File: src/rtl/hazard_pkg.sv
// hazard_pkg
// Shared definitions for the multi-cycle hazard unit.
//   - Forwarding select encodings driven onto ForwardAE / ForwardBE.
//   - State type for the MDU occupancy state machine.
package hazard_pkg;

    // Forwarding mux selects for the E-stage operand muxes
    localparam logic [1:0] FWD_RF = 2'b00;  // value read from the register file
    localparam logic [1:0] FWD_W  = 2'b01;  // result being written back in W
    localparam logic [1:0] FWD_M  = 2'b10;  // ALU result sitting in M

    // MDU occupancy: IDLE while no multi-cycle op holds E, BUSY while one does
    typedef enum logic {
        IDLE = 1'b0,
        BUSY = 1'b1
    } mdu_state_e;

endpackage

File: src/rtl/hazard_perf_cnt.sv
// hazard_perf_cnt
// Saturating performance counter.
// Ports:
//   clk   - rising-edge clock
//   reset - synchronous, active-low reset (clears the count)
//   inc   - add one this cycle (ignored once the count is all-ones)
//   clr   - synchronous clear, takes priority over inc
//   cnt   - current count
module hazard_perf_cnt #(
    parameter int PERF_W = 32
) (
    input  logic              clk,
    input  logic              reset,
    input  logic              inc,
    input  logic              clr,
    output logic [PERF_W-1:0] cnt
);

    logic [PERF_W-1:0] cnt_d;
    logic [PERF_W-1:0] cnt_q;

    // Next count: clear beats increment, and the count sticks at all-ones
    // so a long-running measurement never wraps back to a small value.
    always_comb begin
        cnt_d = cnt_q;
        if (clr) begin
            cnt_d = '0;
        end else if (inc && (cnt_q != '1)) begin
            cnt_d = cnt_q + PERF_W'(1);
        end
    end

    always_ff @(posedge clk) begin
        if (!reset) begin
            cnt_q <= '0;
        end else begin
            cnt_q <= cnt_d;
        end
    end

    assign cnt = cnt_q;

endmodule

File: src/rtl/hazard_unit_mc.sv
// hazard_unit_mc
// Hazard unit for the RV32 five-stage pipeline whose execute stage also hosts
// a multi-cycle multiply/divide unit (MDU).
// Ports:
//   clk, reset               - clock, synchronous active-low reset
//   Rs1D, Rs2D               - D-stage source registers
//   Rs1E, Rs2E, RdE          - E-stage sources / destination
//   RdM, RdW                 - M / W destinations
//   RegWriteM, RegWriteW     - register write enables in M / W
//   ResultSrcb0E             - E holds a load
//   PCSrcE                   - taken branch/jump in E
//   MduStartE, MduDoneE      - E holds an MDU op / MDU result valid this cycle
//   PerfClr                  - synchronous clear of the performance counters
//   ForwardAE, ForwardBE     - operand forwarding selects (combinational)
//   StallF/D/E, FlushD/E/M   - pipeline register hold / bubble controls (combinational)
//   MduBusy, MduErr          - MDU state machine in BUSY / sticky watchdog abort (registered)
//   StallCnt, FlushCnt       - saturating stall / flush cycle counters (registered)
module hazard_unit_mc
    import hazard_pkg::*;
#(
    parameter int REG_AW      = 5,
    parameter int MDU_TIMEOUT = 64,
    parameter int PERF_W      = 32
) (
    input  logic              clk,
    input  logic              reset,
    input  logic [REG_AW-1:0] Rs1D,
    input  logic [REG_AW-1:0] Rs2D,
    input  logic [REG_AW-1:0] Rs1E,
    input  logic [REG_AW-1:0] Rs2E,
    input  logic [REG_AW-1:0] RdE,
    input  logic [REG_AW-1:0] RdM,
    input  logic [REG_AW-1:0] RdW,
    input  logic              RegWriteM,
    input  logic              RegWriteW,
    input  logic              ResultSrcb0E,
    input  logic              PCSrcE,
    input  logic              MduStartE,
    input  logic              MduDoneE,
    input  logic              PerfClr,
    output logic [1:0]        ForwardAE,
    output logic [1:0]        ForwardBE,
    output logic              StallF,
    output logic              StallD,
    output logic              StallE,
    output logic              FlushD,
    output logic              FlushE,
    output logic              FlushM,
    output logic              MduBusy,
    output logic              MduErr,
    output logic [PERF_W-1:0] StallCnt,
    output logic [PERF_W-1:0] FlushCnt
);

    // Watchdog counts BUSY cycles; it never needs to exceed MDU_TIMEOUT-1.
    localparam int WD_W = (MDU_TIMEOUT > 2) ? $clog2(MDU_TIMEOUT) : 1;
    localparam logic [WD_W-1:0] WD_LAST = WD_W'(MDU_TIMEOUT - 1);

    mdu_state_e      state_d, state_q;
    logic [WD_W-1:0] wd_cnt_d, wd_cnt_q;
    logic            mdu_err_d, mdu_err_q;

    logic [1:0] fwd_a;
    logic [1:0] fwd_b;
    logic       lw_stall;
    logic       mdu_stall;
    logic       timeout;

    // Forwarding: the younger M result wins over W, and x0 is never forwarded
    // because its architectural value is always zero.
    always_comb begin
        fwd_a = FWD_RF;
        if (RegWriteM && (RdM == Rs1E) && (Rs1E != '0)) begin
            fwd_a = FWD_M;
        end else if (RegWriteW && (RdW == Rs1E) && (Rs1E != '0)) begin
            fwd_a = FWD_W;
        end

        fwd_b = FWD_RF;
        if (RegWriteM && (RdM == Rs2E) && (Rs2E != '0)) begin
            fwd_b = FWD_M;
        end else if (RegWriteW && (RdW == Rs2E) && (Rs2E != '0)) begin
            fwd_b = FWD_W;
        end
    end

    // Load-use: the load's data is not available until M, so a dependent
    // instruction in D must wait one cycle.
    assign lw_stall = ResultSrcb0E && (RdE != '0) && ((RdE == Rs1D) || (RdE == Rs2D));

    // MDU occupancy FSM. The stall is dropped in the cycle the result arrives
    // (or the watchdog fires) so the MDU instruction advances to M that cycle.
    // A start with the result already valid is a zero-latency op and never stalls.
    always_comb begin
        state_d   = state_q;
        wd_cnt_d  = wd_cnt_q;
        mdu_err_d = mdu_err_q;
        timeout   = 1'b0;
        mdu_stall = 1'b0;
        case (state_q)
            IDLE: begin
                if (MduStartE && !MduDoneE) begin
                    mdu_stall = 1'b1;
                    state_d   = BUSY;
                    wd_cnt_d  = '0;
                end
            end
            BUSY: begin
                timeout = (wd_cnt_q == WD_LAST) && !MduDoneE;
                if (MduDoneE) begin
                    state_d = IDLE;
                end else if (timeout) begin
                    state_d   = IDLE;
                    mdu_err_d = 1'b1;
                end else begin
                    mdu_stall = 1'b1;
                    wd_cnt_d  = wd_cnt_q + WD_W'(1);
                end
            end
            default: begin
                state_d = IDLE;
            end
        endcase
    end

    always_ff @(posedge clk) begin
        if (!reset) begin
            state_q   <= IDLE;
            wd_cnt_q  <= '0;
            mdu_err_q <= 1'b0;
        end else begin
            state_q   <= state_d;
            wd_cnt_q  <= wd_cnt_d;
            mdu_err_q <= mdu_err_d;
        end
    end

    // While the MDU holds E, the whole front end freezes and M gets bubbles;
    // any branch flush is deferred until E is released.
    assign ForwardAE = fwd_a;
    assign ForwardBE = fwd_b;
    assign StallF    = lw_stall || mdu_stall;
    assign StallD    = lw_stall || mdu_stall;
    assign StallE    = mdu_stall;
    assign FlushM    = mdu_stall;
    assign FlushD    = PCSrcE && !mdu_stall;
    assign FlushE    = (lw_stall || PCSrcE) && !mdu_stall;
    assign MduBusy   = (state_q == BUSY);
    assign MduErr    = mdu_err_q;

    hazard_perf_cnt #(
        .PERF_W (PERF_W)
    ) u_stall_cnt (
        .clk   (clk),
        .reset (reset),
        .inc   (StallF),
        .clr   (PerfClr),
        .cnt   (StallCnt)
    );

    // Only branch-induced flushes count; load-use bubbles are already in StallCnt.
    hazard_perf_cnt #(
        .PERF_W (PERF_W)
    ) u_flush_cnt (
        .clk   (clk),
        .reset (reset),
        .inc   (PCSrcE && FlushE),
        .clr   (PerfClr),
        .cnt   (FlushCnt)
    );

endmodule
File: config.mk
export PLATFORM = sky130hd
export DESIGN_NAME = hazard_unit_mc
export DESIGN_NICKNAME = d
export VERILOG_FILES = /design/src/rtl/hazard_pkg.sv /design/src/rtl/hazard_perf_cnt.sv /design/src/rtl/hazard_unit_mc.sv
export SDC_FILE = /design/constraint.sdc
export NUM_CORES = 1
export LEC_CHECK = 0
export BUFFER_PORTS_ARGS = -buffer_cell sky130_fd_sc_hd__buf_2
export CAP_MARGIN = 10
export CELL_PAD_IN_SITES_DETAIL_PLACEMENT = 1
export CELL_PAD_IN_SITES_GLOBAL_PLACEMENT = 1
export CORE_ASPECT_RATIO = 0.8
export CORE_MARGIN = 2
export CORE_UTILIZATION = 38
export DETAILED_ROUTE_END_ITERATION = 10
export GPL_TIMING_DRIVEN = 0
export PLACE_DENSITY = 0.78
export SKIP_CTS_REPAIR_TIMING = 1
export SYNTH_ARGS = -nofsm -noshare
export SYNTH_HDL_FRONTEND = slang
export SYNTH_SLANG_ARGS = --single-unit
File: constraint.sdc
create_clock -name clk -period 2.6 [get_ports clk]
set_clock_uncertainty 0.05 [all_clocks]
set_input_delay 0.26 -clock clk [delete_from_list [all_inputs] [get_ports clk]]
set_output_delay 0.26 -clock clk [all_outputs]
set_load 0.01 [all_outputs]
==> results by group <==
Outcome
  – Status: finished, final reports clean

Worst setup path
  – Worst r2r src: u_stall_cnt.cnt[0]
  – Crit. End Element: output pin
  – Worst Setup Path Type: reg -> out
  – Crit path cell chain: ha_4 -> a41o_4 -> inv_2 -> clkbuf_4 -> a21oi_4 -> buf_6 -> clkinvlp_4 -> buf_4 -> buf_2
  – Crit path launch type: flip-flop
  – Worst Path Required: 2.29 ns
  – Critical Path AT: ~2.2 ns
  – Slowest cell on the critical path: dfxtp_2
  – Worst path buffer plus inverter count: 6
  – Crit path from: wd_cnt_q[0]
  – Slowest stage delay, CP: 0.40 ns
  – Largest delay share family, worst path: buffers and inverters
  – CP max FO: 11

Placement
  – GPL Wtd Cong: 0.768
  – Post-detail-place hpwl: 9680 um
  – Port-buffer cells: around 120
  – # placed instances: 738
  – DP Area: 0.00475 mm^2
  – Placement Setup Slack: -0.251 ns

Hold path
  – Hold Path Origin: reset
  – Hold Crit Class: in -> reg

Synthesis
  – Post-synthesis sequential area ratio: 0.362
  – FF+latch count, synth: between 70 and 80
  – Cells after Synth: roughly 480
  – Synth area leaders: dfxtp_1 36%, xnor2_1 8.4%, nand4_1 4.6%, xor2_1 4.4%, a21oi_1 3.9%
  – Top cell types by occurrence after synthesis: 72 x dfxtp_1, 41 x nor2_1, 38 x xnor2_1
  – Yosys Warn Count: 0
  – Asr flop ratio synth: 0
  – Syn_nets: between 500 and 600
  – Post-synth EDFFs: 0
  – Synth top area share: 0.362
  – Avg Cell Area, Syn: just over 8 um^2
  – Library cells used by synthesis: 50
  – Top-count cell post-synth: dfxtp_1
  – Synthesized area: between 0.003 and 0.004 mm^2
  – Post-synth top flop: dfxtp_1
  – Largest area contributor in the netlist: dfxtp_1

Global routing
  – Vias in the first global route: 4234
  – First-pass GRT wire length: 20900 um
  – Initial antenna violation count: 0
  – Largest net degree at the start of global routing: 12
  – GR Util All Layers: 0.230
  – Total grt overflow: 0

Layout
  – Diode count: 0
  – Total Nets Final: approximately 660
  – Layout cells sized above 1: 0.276
  – Final Core Density: 0.501
  – Post-route cell area: slightly above 0.005 mm^2
  – Area grow syn2layout: 28.8%
  – Finished Layout Cells: 757
  – Fill cells: roughly 1300

Routing
  – Starting DRT DRC Count: roughly 150
  – Vias per cell: 5.51
  – # DRC: 0
  – DRT Pass-1 Iters: 5
  – Drt wl/cell: between 15 and 20 um
  – Via count: about 4200
  – Post-Route WL: roughly 13000 um
  – Remaining antenna violation count: 0

Power and ir drop
  – Power Density: 478 mW/mm^2
  – VDD IR max: ~0.00028 V
  – Lkg Pwr: ~2.0 nW
  – Total Power: roughly 2.5 mW

Clock tree
  – CTS root buf: clkbuf_16
  – Clock Path Buffers: 2
  – Total CTS buffers: 9
  – Clk sink count: 72
  – Clk slew on worst S/H paths: about 0.050 ns
  – TritonCTS clock tree: done
  – Clock latency on the worst-skew pair: roughly 0.34 ns
  – CTS H-tree depth: 3

STA
  – Final worst-path cycle share: 0.953
  – Final number of hold-violating endpoints: 0
  – Hold_ws: ~0.18 ns
  – Minimum clock period: approximately 2.5 ns
  – Setup violators final: 0
  – Worst setup margin: roughly 0.12 ns
  – TNS Setup: 0 ns
  – Final Max Slew Viols: 0
  – Worst-margin pin slew: ~0.87 ns
  – Slew margin rel.: 0.422
  – Max Clk Rate: 404 MHz

Die
  – Num rows: 33
  – Die area: 0.0113 mm^2
  – Die Span X: about 120 um
  – Initial Util: 0.389
  – Core box area: 0.0102 mm^2
  – I/O pins: 120
  – DIE HEIGHT: approximately 96 um

Run
  – Max_cap viols: 0
cells in the final DEF, fill, tap and decap left out, types with 3 or more instances in the layout:
cell / instances
a21oi_1: 31
and3_1: 19
and4_1: 11
buf_2: 121
buf_4: 9
clkbuf_1: 15
clkbuf_16: 9
dfxtp_1: 67
dfxtp_2: 5
inv_1: 7
mux2i_1: 3
nand2_1: 36
nand3_1: 24
nand4_1: 29
nor2_1: 41
nor3_1: 6
nor3_2: 3
nor4_1: 4
o211ai_1: 5
o21ai_0: 23
o31ai_1: 10
or3_1: 20
or4_1: 19
xnor2_1: 38
xor2_1: 20
report_power, final:
part           internal (mW)  switching [mW]  total, mW
logic                  0.101           0.138      0.239
registers               1.11         0.00521       1.11
clock network          0.660           0.440       1.10
total                   1.87           0.583       2.45
path summary, 6_finish.rpt:
kind	end	slack [ns]	depth (start not counted)
setup / recovery	StallF	0.12	9
hold / removal	MduErr	0.18	2
setup reg to reg	u_stall_cnt.cnt[26]	0.15	7
hold reg to reg	MduErr	0.41	1
worst reg2reg max path: stages, from the launching register on:
cell and delay, ns:
dfxtp_1 0.41, ha_1 0.22, nand3_2 0.19, or3_1 0.53, nor2_1 0.26, nand4_1 0.15
or4_1 0.41, a21oi_1 0.15
per-layer routing:
layer  share of wire  track usage  vias to the layer above  wire length (um)
met5               0            0                        -                 0
met4           0.012       0.0704                        0               159
met3           0.038       0.0478                       11               485
met2            0.50        0.406                       89              6380
met1            0.45        0.287                     2041              5850
li1                -            -                     2033                 -
kinds of logic (layout without fill, tap and decap cells):
| logic type | after synthesis | in the layout | share of synthesized area |
|---|---|---|---|
| simple gates | 229 | 229 | 0.328 |
| compound gates | 82 | 82 | 0.125 |
| flops | 72 | 72 | 0.362 |
| xor+xnor | 58 | 58 | 0.128 |
| buf+inv | 31 | 169 | 0.0368 |
| mux | 4 | 4 | 0.0104 |
| fa+ha+maj | 3 | 3 | 0.00943 |
state kept, by name, summed over array words and instances, names as in the netlist:
name / cells
MduBusy: 1
MduErr: 1
u_flush_cnt.cnt: 32
u_stall_cnt.cnt: 32
wd_cnt_q: 6
cell type report:
class	count	area, um^2	share of cell area
clock inverters	1	5.00	0.000976
flip-flops and latches	72	1450	0.282
inverters	9	37.5	0.00732
clock buffers	13	250	0.0488
repair buffers	124	633	0.124
plain buffers	22	119	0.0232
well taps	140	175	0.0342
multi-input cells	376	2460	0.480
Note: power is estimated with default switching activity, not from simulation.
